[src/rtl/line_mem_arbiter.sv]
// line_mem_arbiter: shares one physical-memory line port between the
// prefetcher (read-only) and the data cache (read/write).  One request is
// granted at a time.  The memory handshake is held until pmem_resp, a
// one-cycle response goes back to the granted requester, and then one idle
// recovery cycle follows before the next grant.
//
// Optional build macro ARB_ROUND_ROBIN_EN: when both requesters ask in the
// same IDLE cycle, grant the one not served most recently.  When the macro is
// undefined, the data cache always wins a tie.
module line_mem_arbiter #(
   parameter int ADDR_WIDTH  = 32,
   parameter int LINE_WIDTH  = 256,
   parameter int OFFSET_BITS = 5
) (
   input  logic                  clk,
   input  logic                  reset,
   // prefetcher line-read port
   input  logic                  pre_read_a,
   input  logic [ADDR_WIDTH-1:0] pre_addr_a,
   output logic [LINE_WIDTH-1:0] arb_pre_rdata,
   output logic                  arb_pre_resp,
   // data cache line port
   input  logic                  d_read,
   input  logic                  d_write,
   input  logic [ADDR_WIDTH-1:0] d_addr,
   input  logic [LINE_WIDTH-1:0] d_wdata,
   output logic [LINE_WIDTH-1:0] d_rdata,
   output logic                  d_resp,
   // physical memory line port
   output logic                  pmem_read,
   output logic                  pmem_write,
   output logic [ADDR_WIDTH-1:0] pmem_address,
   output logic [LINE_WIDTH-1:0] pmem_wdata,
   input  logic [LINE_WIDTH-1:0] pmem_rdata,
   input  logic                  pmem_resp
);

   typedef enum logic [2:0] {
      IDLE,
      SERVE_PRE,
      SERVE_D,
      RESP,
      RECOVER
   } state_t;

   // Clears the in-line byte offset; pure masking, so no carry can occur.
   localparam logic [ADDR_WIDTH-1:0] LINE_MASK =
      {{(ADDR_WIDTH-OFFSET_BITS){1'b1}}, {OFFSET_BITS{1'b0}}};

   state_t                state_q, state_d;
   logic [ADDR_WIDTH-1:0] addr_q, addr_d;         // line-aligned issue address
   logic [LINE_WIDTH-1:0] wdata_q, wdata_d;       // latched write line
   logic                  write_q, write_d;       // latched op: 1 = write
   logic                  sel_d_q, sel_d_d;       // granted port: 1 = data cache
   logic [LINE_WIDTH-1:0] pre_rdata_q, pre_rdata_d;
   logic [LINE_WIDTH-1:0] d_rdata_q, d_rdata_d;

   logic d_req;
   logic grant_d;
   logic grant_pre;

   // A simultaneous read+write from the data cache is handled as a write.
   assign d_req = d_read | d_write;

`ifdef ARB_ROUND_ROBIN_EN
   logic last_d_q, last_d_d;  // 1 = data cache was granted most recently

   // Tie-break toward the port not served last; a lone requester always wins.
   always_comb begin
      grant_d  = d_req;
      last_d_d = last_d_q;
      if (d_req && pre_read_a) begin
         grant_d = ~last_d_q;
      end
      if ((state_q == IDLE) && (d_req || pre_read_a)) begin
         last_d_d = grant_d;
      end
   end

   // Last-granted flag; it starts as though the data cache was just served.
   always_ff @(posedge clk or posedge reset) begin
      if (reset) begin
         last_d_q <= 1'b1;
      end else begin
         last_d_q <= last_d_d;
      end
   end
`else
   // Fixed priority: the data cache always wins a tie.
   always_comb begin
      grant_d = d_req;
   end
`endif

   assign grant_pre = pre_read_a & ~grant_d;

   // Next-state logic: sample requests only in IDLE and capture memory data on pmem_resp.
   always_comb begin
      // NOTE: every signal gets a default before the case. A path that leaves
      // one unassigned would infer a latch.
      state_d     = state_q;
      addr_d      = addr_q;
      wdata_d     = wdata_q;
      write_d     = write_q;
      sel_d_d     = sel_d_q;
      pre_rdata_d = pre_rdata_q;
      d_rdata_d   = d_rdata_q;
      case (state_q)
         IDLE: begin
            if (grant_d) begin
               state_d = SERVE_D;
               addr_d  = d_addr & LINE_MASK;
               write_d = d_write;
               sel_d_d = 1'b1;
               if (d_write) begin
                  wdata_d = d_wdata;
               end
            end else if (grant_pre) begin
               state_d = SERVE_PRE;
               addr_d  = pre_addr_a & LINE_MASK;
               write_d = 1'b0;
               sel_d_d = 1'b0;
            end
         end
         SERVE_PRE: begin
            if (pmem_resp) begin
               pre_rdata_d = pmem_rdata;
               state_d     = RESP;
            end
         end
         SERVE_D: begin
            if (pmem_resp) begin
               if (!write_q) begin
                  d_rdata_d = pmem_rdata;
               end
               state_d = RESP;
            end
         end
         RESP:    state_d = RECOVER;
         RECOVER: state_d = IDLE;
         default: state_d = IDLE;
      endcase
   end

   // State and datapath registers. Reset clears every register, including the returned line data.
   always_ff @(posedge clk or posedge reset) begin
      // NOTE: non-blocking assignments here, so each register reads the
      // previous-cycle value of the others regardless of statement order.
      if (reset) begin
         state_q     <= IDLE;
         addr_q      <= '0;
         wdata_q     <= '0;
         write_q     <= 1'b0;
         sel_d_q     <= 1'b0;
         pre_rdata_q <= '0;
         d_rdata_q   <= '0;
      end else begin
         state_q     <= state_d;
         addr_q      <= addr_d;
         wdata_q     <= wdata_d;
         write_q     <= write_d;
         sel_d_q     <= sel_d_d;
         pre_rdata_q <= pre_rdata_d;
         d_rdata_q   <= d_rdata_d;
      end
   end

   // Outputs decode directly from registered state, so reset clears them immediately.
   always_comb begin
      pmem_read     = (state_q == SERVE_PRE) || ((state_q == SERVE_D) && !write_q);
      pmem_write    = (state_q == SERVE_D) && write_q;
      pmem_address  = addr_q;
      pmem_wdata    = wdata_q;
      arb_pre_resp  = (state_q == RESP) && !sel_d_q;
      d_resp        = (state_q == RESP) && sel_d_q;
      arb_pre_rdata = pre_rdata_q;
      d_rdata       = d_rdata_q;
   end

endmodule
[config.mk]
export PLATFORM = sky130hd
export DESIGN_NAME = line_mem_arbiter
export DESIGN_NICKNAME = d
export VERILOG_FILES = /design/src/rtl/line_mem_arbiter.sv
export SDC_FILE = /design/constraint.sdc
export NUM_CORES = 1
export LEC_CHECK = 0
export ABC_AREA = 1
export CORE_AREA = 2 2 546 548
export CTS_BUF_LIST = sky130_fd_sc_hd__clkbuf_8
export DETAILED_ROUTE_END_ITERATION = 8
export DIE_AREA = 0 0 548 550
export PLACE_DENSITY = 0.3
export SLEW_MARGIN = 30
export SYNTH_ARGS = -nofsm -noshare
export SYNTH_HDL_FRONTEND = slang
export SYNTH_SLANG_ARGS = --single-unit
[constraint.sdc]
create_clock -name clk -period 24.6 [get_ports clk]
set_input_delay 2.46 -clock clk [delete_from_list [all_inputs] [get_ports clk]]
set_output_delay 2.46 -clock clk [all_outputs]
set_load 0.005 [all_outputs]
# Yosys cells after proc, flatten, opt, wreduce, memory -nomap -nowiden
# Cells that the tools add are included.
# totals
regBits	805
word_cells	40
output_inout_bits	804
in_bits	582
# classes
eq_ne	5
bitwise_logic	4
n_mux	9
n_reduce_logical	15
# op_table
op	n
32-bit two-way mux	2
3-bit two-way mux	3
3-bit case mux with 3 select lines	1
3-bit by 2-bit == test with 1-bit output, second input constant	2
2-bit AND reduction	3
3-bit AND reduction	2
1-bit logical AND	4
3-bit by 1-bit == test with 1-bit output, second input constant	1
3-bit logical NOT	1
1-bit two-way mux	3
3-bit inequality test, second input constant	1
1-bit logical NOT	2
2-bit by 1-bit inequality test with 1-bit output, second input constant	1
1-bit NOT	2
2-bit nonzero test	1
2-bit OR reduction	1
1-bit AND	1
1-bit logical OR	1
1-bit OR	1

# Logic depth before layout (Yosys ltp)
# Gate-level depths: netlist (run 1).
# depth
ltp_word	6
mapped_depth	10
depth_no_buf	7

# Least setup slack after synthesis (run 1)
# OpenSTA, ideal clock, no wires.
# synth_timing
kind	input -> register
from	input d_write
to	register write_q
slack_ns	21.014
path_stages	9
required_ns	24.470
arrival_ns	3.456
path_buffers	3
setup_time_ns	0.130
cell_sequence	buf_2 inv_1 nand2_1 nor2_1 nor2_4 nand2_1 buf_4 buf_2 o21ai_0
# synth_between
elab_chain_len	5
word_cells_on_any_way	6
classes_between	mux: 1; bitwise: 3; reduce/logical: 2
# synth_lines
element	line	text
start, declared	24	input logic d_write,
1-bit OR	63	assign d_req = d_read | d_write;
1-bit NOT	95	assign grant_pre = pre_read_a & ~grant_d;
1-bit AND	95	
2-bit nonzero test (no source line)	n/a	
2-bit AND reduction (no source line)	n/a	
end signal, assigned	161	write_q <= write_d;
end, declared	53	logic write_q, write_d;
# Several ways; a longest one is shown, not always the timed one.
# A chain may end at the register's enable or synchronous reset.

# Worst setup path after layout (run 1)
# layout_timing
from	input pmem_resp
to	register pre_rdata_q[76] (netlist: arb_pre_rdata[76])
# layout_between
elab_chain_len	1
# layout_lines
element	line	text
start, declared	35	input logic pmem_resp
2-bit AND reduction (no source line)	n/a	
end signal, assigned	163	pre_rdata_q <= pre_rdata_d;
end, declared	55	logic [LINE_WIDTH-1:0] pre_rdata_q, pre_rdata_d;
# Every way passes these cells.

==> metrics.md, run 1 <==
| Metric | Value |
|---|---|
| CP most frequent cell | buf_4 |
| Yosys top cell area share | 65.6% |
| Final Hold Fails | 0 |
| Setup tns final | 0 ps |
| Synth cell types | 16 |
| Iter 0 DRT Violations | around 1500 |
| Max VDD drop | 0.0743 mV |
| Fin crit share | 23.7% |
| Gr busiest metal | met2 |
| Register-to-Register Path Depth | 7 |
| Relative slew slack | approximately 40% |
| Critical path depth in cells | 7 |
| Async set-reset flop share out of synthesis | 100% |
| Cts-stage hold buffer count | 0 |
| First-pass GRT wire length | 275000 um |
| Largest net degree at the start of global routing | 163 |
| WL per Instance | approximately 24 um |
| Prevailing post-synth register cell | dfrtp_1 |
| Seq/Total Area, Yosys | 65.6% |
| P&R area growth vs syn | 71.1% |
| Crit path time final | 5820 ps |
| Total power | 6540 uW |
| Worst Setup Start Kind | input port |
| Final setup violation count | 0 |
| Port bufs | 1370 |
| Final nets | 5224 |
| Num CTS Buffers | 174 |
| Post-CTS resize count | 0 |
| Max FO, Critical Path | 82 |
| Post-route ant nets | 0 |
| CTS tree | built |
| Outcome | finished clean |
| RSZ-0062 raised after global routing | false |
| Drt pass-1 iters | 6 |
| Lkg Pwr | 0.0236 uW |
| Tightest Pin Transition | 898 ps |
| Routability Congestion | 0.813 |
| Post-Place Cells | roughly 8400 |
| Vias in the first global route | 29601 |
| Req. time, crit path | 25350 ps |
| Clock skew | 50.0 ps |
| DP HPWL | 162000 um |
| PD cells | between 100 and 150 mW/mm^2 |
| Synthesized area per cell | 9.33 sq um |
| Synthesis Warnings | 0 |
| Final hold slack | 467 ps |
| Ports | 1386 |
| Cell Count, Final, Fillers Out | 8748 |
| Clk_lat worst skew | 930 ps |
| Cell area after synthesis | a little over 0.03 sq mm |
| Max incr delay on CP | 750 ps |
| Clk sinks | 800 |
| Starting Density | between 10% and 20% |
| Crit path kind | in2reg |
| Total GRT Usage | between 10% and 20% |
| GRT met3 Usage | 9.36% |
| Max-slew violations | 0 |
| Hold Crit Class | reg2reg |
| Clock slew at reported path FFs | 60 ps |
| Detailed Route WL | roughly 210000 um |
| Met1 usage | around 15% |
| Grt met2 use | 20.6% |
| CP max stage cell | buf_4 |
| Crit path max-delay family | buffers and inverters |
| Top cell type by total area after synthesis | dfrtp_1 |
| Buf/Inv on CP | 5 |
| H-tree levels | 4 |
| Count leader, synth | nand2_1 |
| Post-CTS setup buffers | 0 |
| Crit end category | flip-flop |
| Die Y | 550 um |
| WHS Path Cells | 2 |
| Share of cells above drive strength 1 | 5.90% |
| Post-synth EDFFs | 0 |
| DR vias/cell | around 3.2 |
| Antenna violations before repair | between 150 and 200 |
| Die area | 0.301 sq mm |
| Max-cap violations | 0 |
| Global route overflow | 0 |
| Root buffer cell | clkbuf_8 |
| Vias | between 20000 and 30000 |
| # rows | 200 |
| Top post-synthesis cells by count | nand2_1, dfrtp_1, o21ai_0 |
| Die X | approximately 550 um |
| Mapped Cells | between 3000 and 4000 |
| CTS max path bufs | 4 |
| #FFs+latches synth | 800 |
| Synth area leaders | dfrtp_1, nand2_1, o21ai_0 |
| CP cell instances | clkdlybuf4s50_1, nand3_4, buf_4, buf_4, buf_4, buf_4, o21ai_0 |
| WP data arrival | 6570 ps |
| # DRC | 0 |
| Core ar. | about 0.30 sq mm |
| Max Clk Rate | 172 MHz |
-- metrics by stage --
step / utilization [%] / cell area [sq um] / setup slack [ps]
6_report: 17.7 / 52200 / 18780
5_1_grt: 17.6 / 52100 / 18500
4_1_cts: 17.6 / 51900 / 18800
3_5_place_dp: 16.4 / 48600 / 17760
3_3_place_gp: 16.4 / 48600 / 17760
2_1_floorplan: - / 30500 / 11160
-- area by class of cell --
cell class                 count  area (sq um)
clock inverter                85           487
fill                       33132        243000
tap                         3939          4930
clock buffer                 210          2890
inverter                     266          1000
multi-input combinational   1991          8550
timing repair buffer        1409         14200
sequential                   800         20000
antenna                       48           120
-- final timing paths --
kind | startpoint | to | slack, ps
worst max-delay path | pmem_resp | arb_pre_rdata[76] | 18780
worst max register to register | state_q[1] | arb_pre_rdata[76] | 20410
worst min register to register | pmem_wdata[164] | pmem_wdata[164] | 470
max in group asynchronous | reset | arb_pre_rdata[152] | 19510
worst min-delay path | pmem_wdata[164] | pmem_wdata[164] | 470
min in group asynchronous | reset | pmem_wdata[237] | 1970
-- registers in the layout (all words and copies together) (netlist names) --
name and count:
arb_pre_rdata 256, d_rdata 256, pmem_wdata 256, pmem_address 27, state_q 3, sel_d_q 1
write_q 1
-- placed cells by master, fill, tap and decap left out, types with 3 or more instances in the layout --
cell,count
nand3_1,265
buf_16,3
nand2_1,1164
clkdlybuf4s50_1,1369
dfrtp_1,800
bufinv_16,3
o21ai_0,542
clkinv_8,3
buf_12,8
clkbuf_8,210
nor2_1,4
conb_1,5
clkinv_2,7
buf_4,27
nor2_4,4
inv_1,329
diode_2,48
inv_6,3
clkinvlp_4,3
-- kinds of logic (layout without fill, tap and decap cells) --
logic type,count (synthesis),count (layout),synth area share (%)
simple gates,1444,1444,18.9
flops,800,800,65.6
compound gates,542,542,8.89
other cells,1,53,0.0123
buf+inv,481,1970,6.52
-- worst register-to-register path, cell delays in order, from the launching register on --
cell and delay (ps):
dfrtp_1 430, nor2_4 100, nand3_4 450, buf_4 510
buf_4 710, buf_4 780, buf_4 800, o21ai_0 240
-- report_power, final --
group	switching, uW	internal, uW
registers	348	1920
logic	1410	1360
clock network	694	799
-- routing by layer --
layer | routed length [um] | part of all wire, %
met3 | 31700 | 15
met5 | 736 | 0.35
met1 | 80500 | 39
met4 | 4400 | 2.1
met2 | 90400 | 43
No activity file was read; power rests on OpenSTA's default activity.
==> run 2: changes to the inputs <==
==> constraint.sdc (replaced) <==
create_clock -name clk -period 5.42 [get_ports clk]
set_input_delay 0.542 -clock clk [delete_from_list [all_inputs] [get_ports clk]]
set_output_delay 0.542 -clock clk [all_outputs]
set_load 0.005 [all_outputs]
==> run 2 against run 1 <==
Net effect:
- clock skew down 0.71 ps
- combinational power rose to 4.5 times the previous value
- critical path depth down 3
- critical path type is now reg2out
==> metrics.md, run 2 (synthesis gave the netlist of run 1 again) <==
| Metric | Value |
|---|---|
| Outcome | finished clean |
| Starting Density | 10.3% (unchanged) |
| PD cells | 567 mW/mm^2 (+350%) |
| Clock slew at reported path FFs | 60 ps (about the same) |
| Final nets | 5244 (+0.38%) |
| CTS max path bufs | 4 (unchanged) |
| Relative slew slack | 35.2% (-4.9 points) |
| Max-slew violations | 0 (unchanged) |
| Register-to-Register Path Depth | 6 (-1) |
| Die Y | 550 um (unchanged) |
| Total GRT Usage | 13.5% (+0.13 points) |
| # rows | 200 (unchanged) |
| Clk sinks | 800 (unchanged) |
| Share of cells above drive strength 1 | 6.34% (+0.44 points) |
| Final setup violation count | 0 (unchanged) |
| Antenna violations before repair | 146 (-7.0%) |
| Max VDD drop | 0.213 mV (+190%) |
| Vias in the first global route | 29610 (+0.030%) |
| CP cell instances | inv_2, nand3_1, o21ai_0, clkdlybuf4s50_1 |
| Hold Crit Class | in2reg |
| Vias | 28672 (+0.88%) |
| Post-Place Cells | 8420 (+0.23%) |
| M1 WL | 85600 um (+6.3%) |
| Final hold slack | 114 ps (-353 ps) |
| First-pass GRT wire length | 278000 um (+0.97%) |
| Max Clk Rate | a little under 300 MHz |
| Flop pwr share | 34.7% (about the same) |
| Clk_lat worst skew | 950 ps (+20 ps) |
| Internal power | 18600 uW (+350%) |
| Core ar. | 0.296 sq mm (unchanged) |
| Post-layout util | 17.7% (+0.084 points) |
| RSZ-0062 raised after global routing | false |
| Max FO, Critical Path | 7 (-91%) |
| Sw frac | 37.5% (-0.040 points) |
| Switching power | 11100 uW (+350%) |
| Largest net degree at the start of global routing | 191 (+17%) |
| Clock skew | 49.3 ps (-0.713 ps) |
| Die area | 0.301 sq mm (unchanged) |
| PnR worst setup slack | 1960 ps (-16820 ps) |
| P&R area growth vs syn | 71.9% |
| WHS Path Cells | 3 (+1) |
| Max incr delay on CP | 990 ps (+240 ps) |
| Metal3 WL | 27700 um (-12%) |
| Gate power share | 42.4% (about the same) |
| Post-CTS setup buffers | 0 (unchanged) |
| DR vias/cell | 3.27 (+0.66%) |
| Post-place setup slack | 1910 ps (-15850 ps) |
| Root buffer cell | clkbuf_8 |
| Top Metal Used | met5 |
| Iter 0 DRT Violations | 1513 (-1.2%) |
| WL per Instance | 24.0 um (+1.0%) |
| CTS tree | built |
| Routability Congestion | 0.812 (about the same) |
| Max-cap violations | 0 (unchanged) |
| Final Hold Fails | 0 (unchanged) |
| # DRC | 0 (unchanged) |
| Port bufs | 1370 (unchanged) |
| Crit path kind | reg2out |
| Most frequent cells in the layout | clkdlybuf4s50_1, nand2_1, dfrtp_1 |
| Die X | 548 um (unchanged) |
| Fin crit share | 63.8% |
| Ports | 1386 (unchanged) |
| Crit end category | primary output |
| Worst Setup Start Kind | flip-flop |
| Cell Count, Final, Fillers Out | 8767 (+0.22%) |
| Crit path time final | roughly 3500 ps |
| Drt pass-1 iters | 7 (+1) |
| H-tree levels | 4 (unchanged) |
| Post-route ant nets | 0 (unchanged) |
| Detailed Route WL | 210000 um (+1.2%) |
| WP data arrival | 2920 ps (-3650 ps) |
| Lkg Pwr | 0.0237 uW (+0.44%) |
| Tightest Pin Transition | 972 ps (+73.4 ps) |
| Num CTS Buffers | 172 (-1.1%) |
| CP max stage cell | clkdlybuf4s50_1 |
| DP HPWL | 165000 um (+1.9%) |
| Req. time, crit path | 4880 ps (-20470 ps) |
| Post-CTS resize count | 0 (unchanged) |
| Clock power frac | 22.9% (about the same) |
| Global route overflow | 0 (unchanged) |
| Commonest non-fill, non-tap cell in the layout | clkdlybuf4s50_1 |
| DR WL met2 | 92600 um (+2.5%) |
==> run 2: changes by cell type in the layout (fill, tap and decap cells not counted), sizes merged <==
cell	delta
clkinv	+2
clkbuf	+5
bufinv	-1
buf	+15
dlygate4sd3	+7
inv	-8
diode	-1
==> run 2: final timing paths <==
kind                                  from                 end  slack, ps
setup / recovery                state_q[0]           pmem_read       1960
hold reg to reg            pmem_wdata[137]     pmem_wdata[137]        470
min in group asynchronous            reset     pmem_wdata[166]        330
max in group asynchronous            reset        d_rdata[151]       4190
setup reg to reg                state_q[1]  arb_pre_rdata[144]       2460
hold / removal                     d_write       pmem_wdata[5]        110
==> run 2: repair_timing <==
item | CTS | global route
hold endpoints to repair | 6 | 0
endpoints found under the setup margin | 0 | 0
hold buffers | 7 | 0
==> run 2: metrics by stage <==
step | power (uW) | TNS, ps | instance area (sq um)
4_1_cts | 30700 | 0 | 52300
5_1_grt | 31900 | 0 | 52300
6_report | 29700 | 0 | 52400
3_3_place_gp | 23400 | 0 | 48800
2_1_floorplan | 14000 | -4882180 | 30500
3_5_place_dp | 23400 | 0 | 48800
==> run 2: per-layer routing <==
layer	up-vias	track usage (%)
li1	13191	-
met1	13749	15.8
met2	1307	21.0
met3	329	8.18
met4	96	2.57
met5	-	0
==> run 2: critical path, delay by kind of cell, from the launching register on <==
kind	cells	cell delay, ps
buffers and inverters	2	1130
DFF	1	430
AOI/OAI and AO/OA	1	220
and+or+nand+nor	1	200
==> run 2: area by class of cell <==
cell class / count / area (sq um)
fillers: 33079 / 243000
clock inverters: 78 / 442
well taps: 3939 / 4930
diodes: 47 / 118
clock buffers: 215 / 2960
inverters: 266 / 1000
repair buffers: 1431 / 14400
flip-flops and latches: 800 / 20000
multi-input cells: 1991 / 8550
==> run 2: power groups by stage <==
stage | logic, uW | clock network (uW) | registers, uW
2_1_floorplan | 3540 | 0 | 10400
3_3_place_gp | 13100 | 0 | 10300
3_5_place_dp | 13000 | 0 | 10400
4_1_cts | 13100 | 7220 | 10400
5_1_grt | 13800 | 7450 | 10700
6_report | 12600 | 6800 | 10300
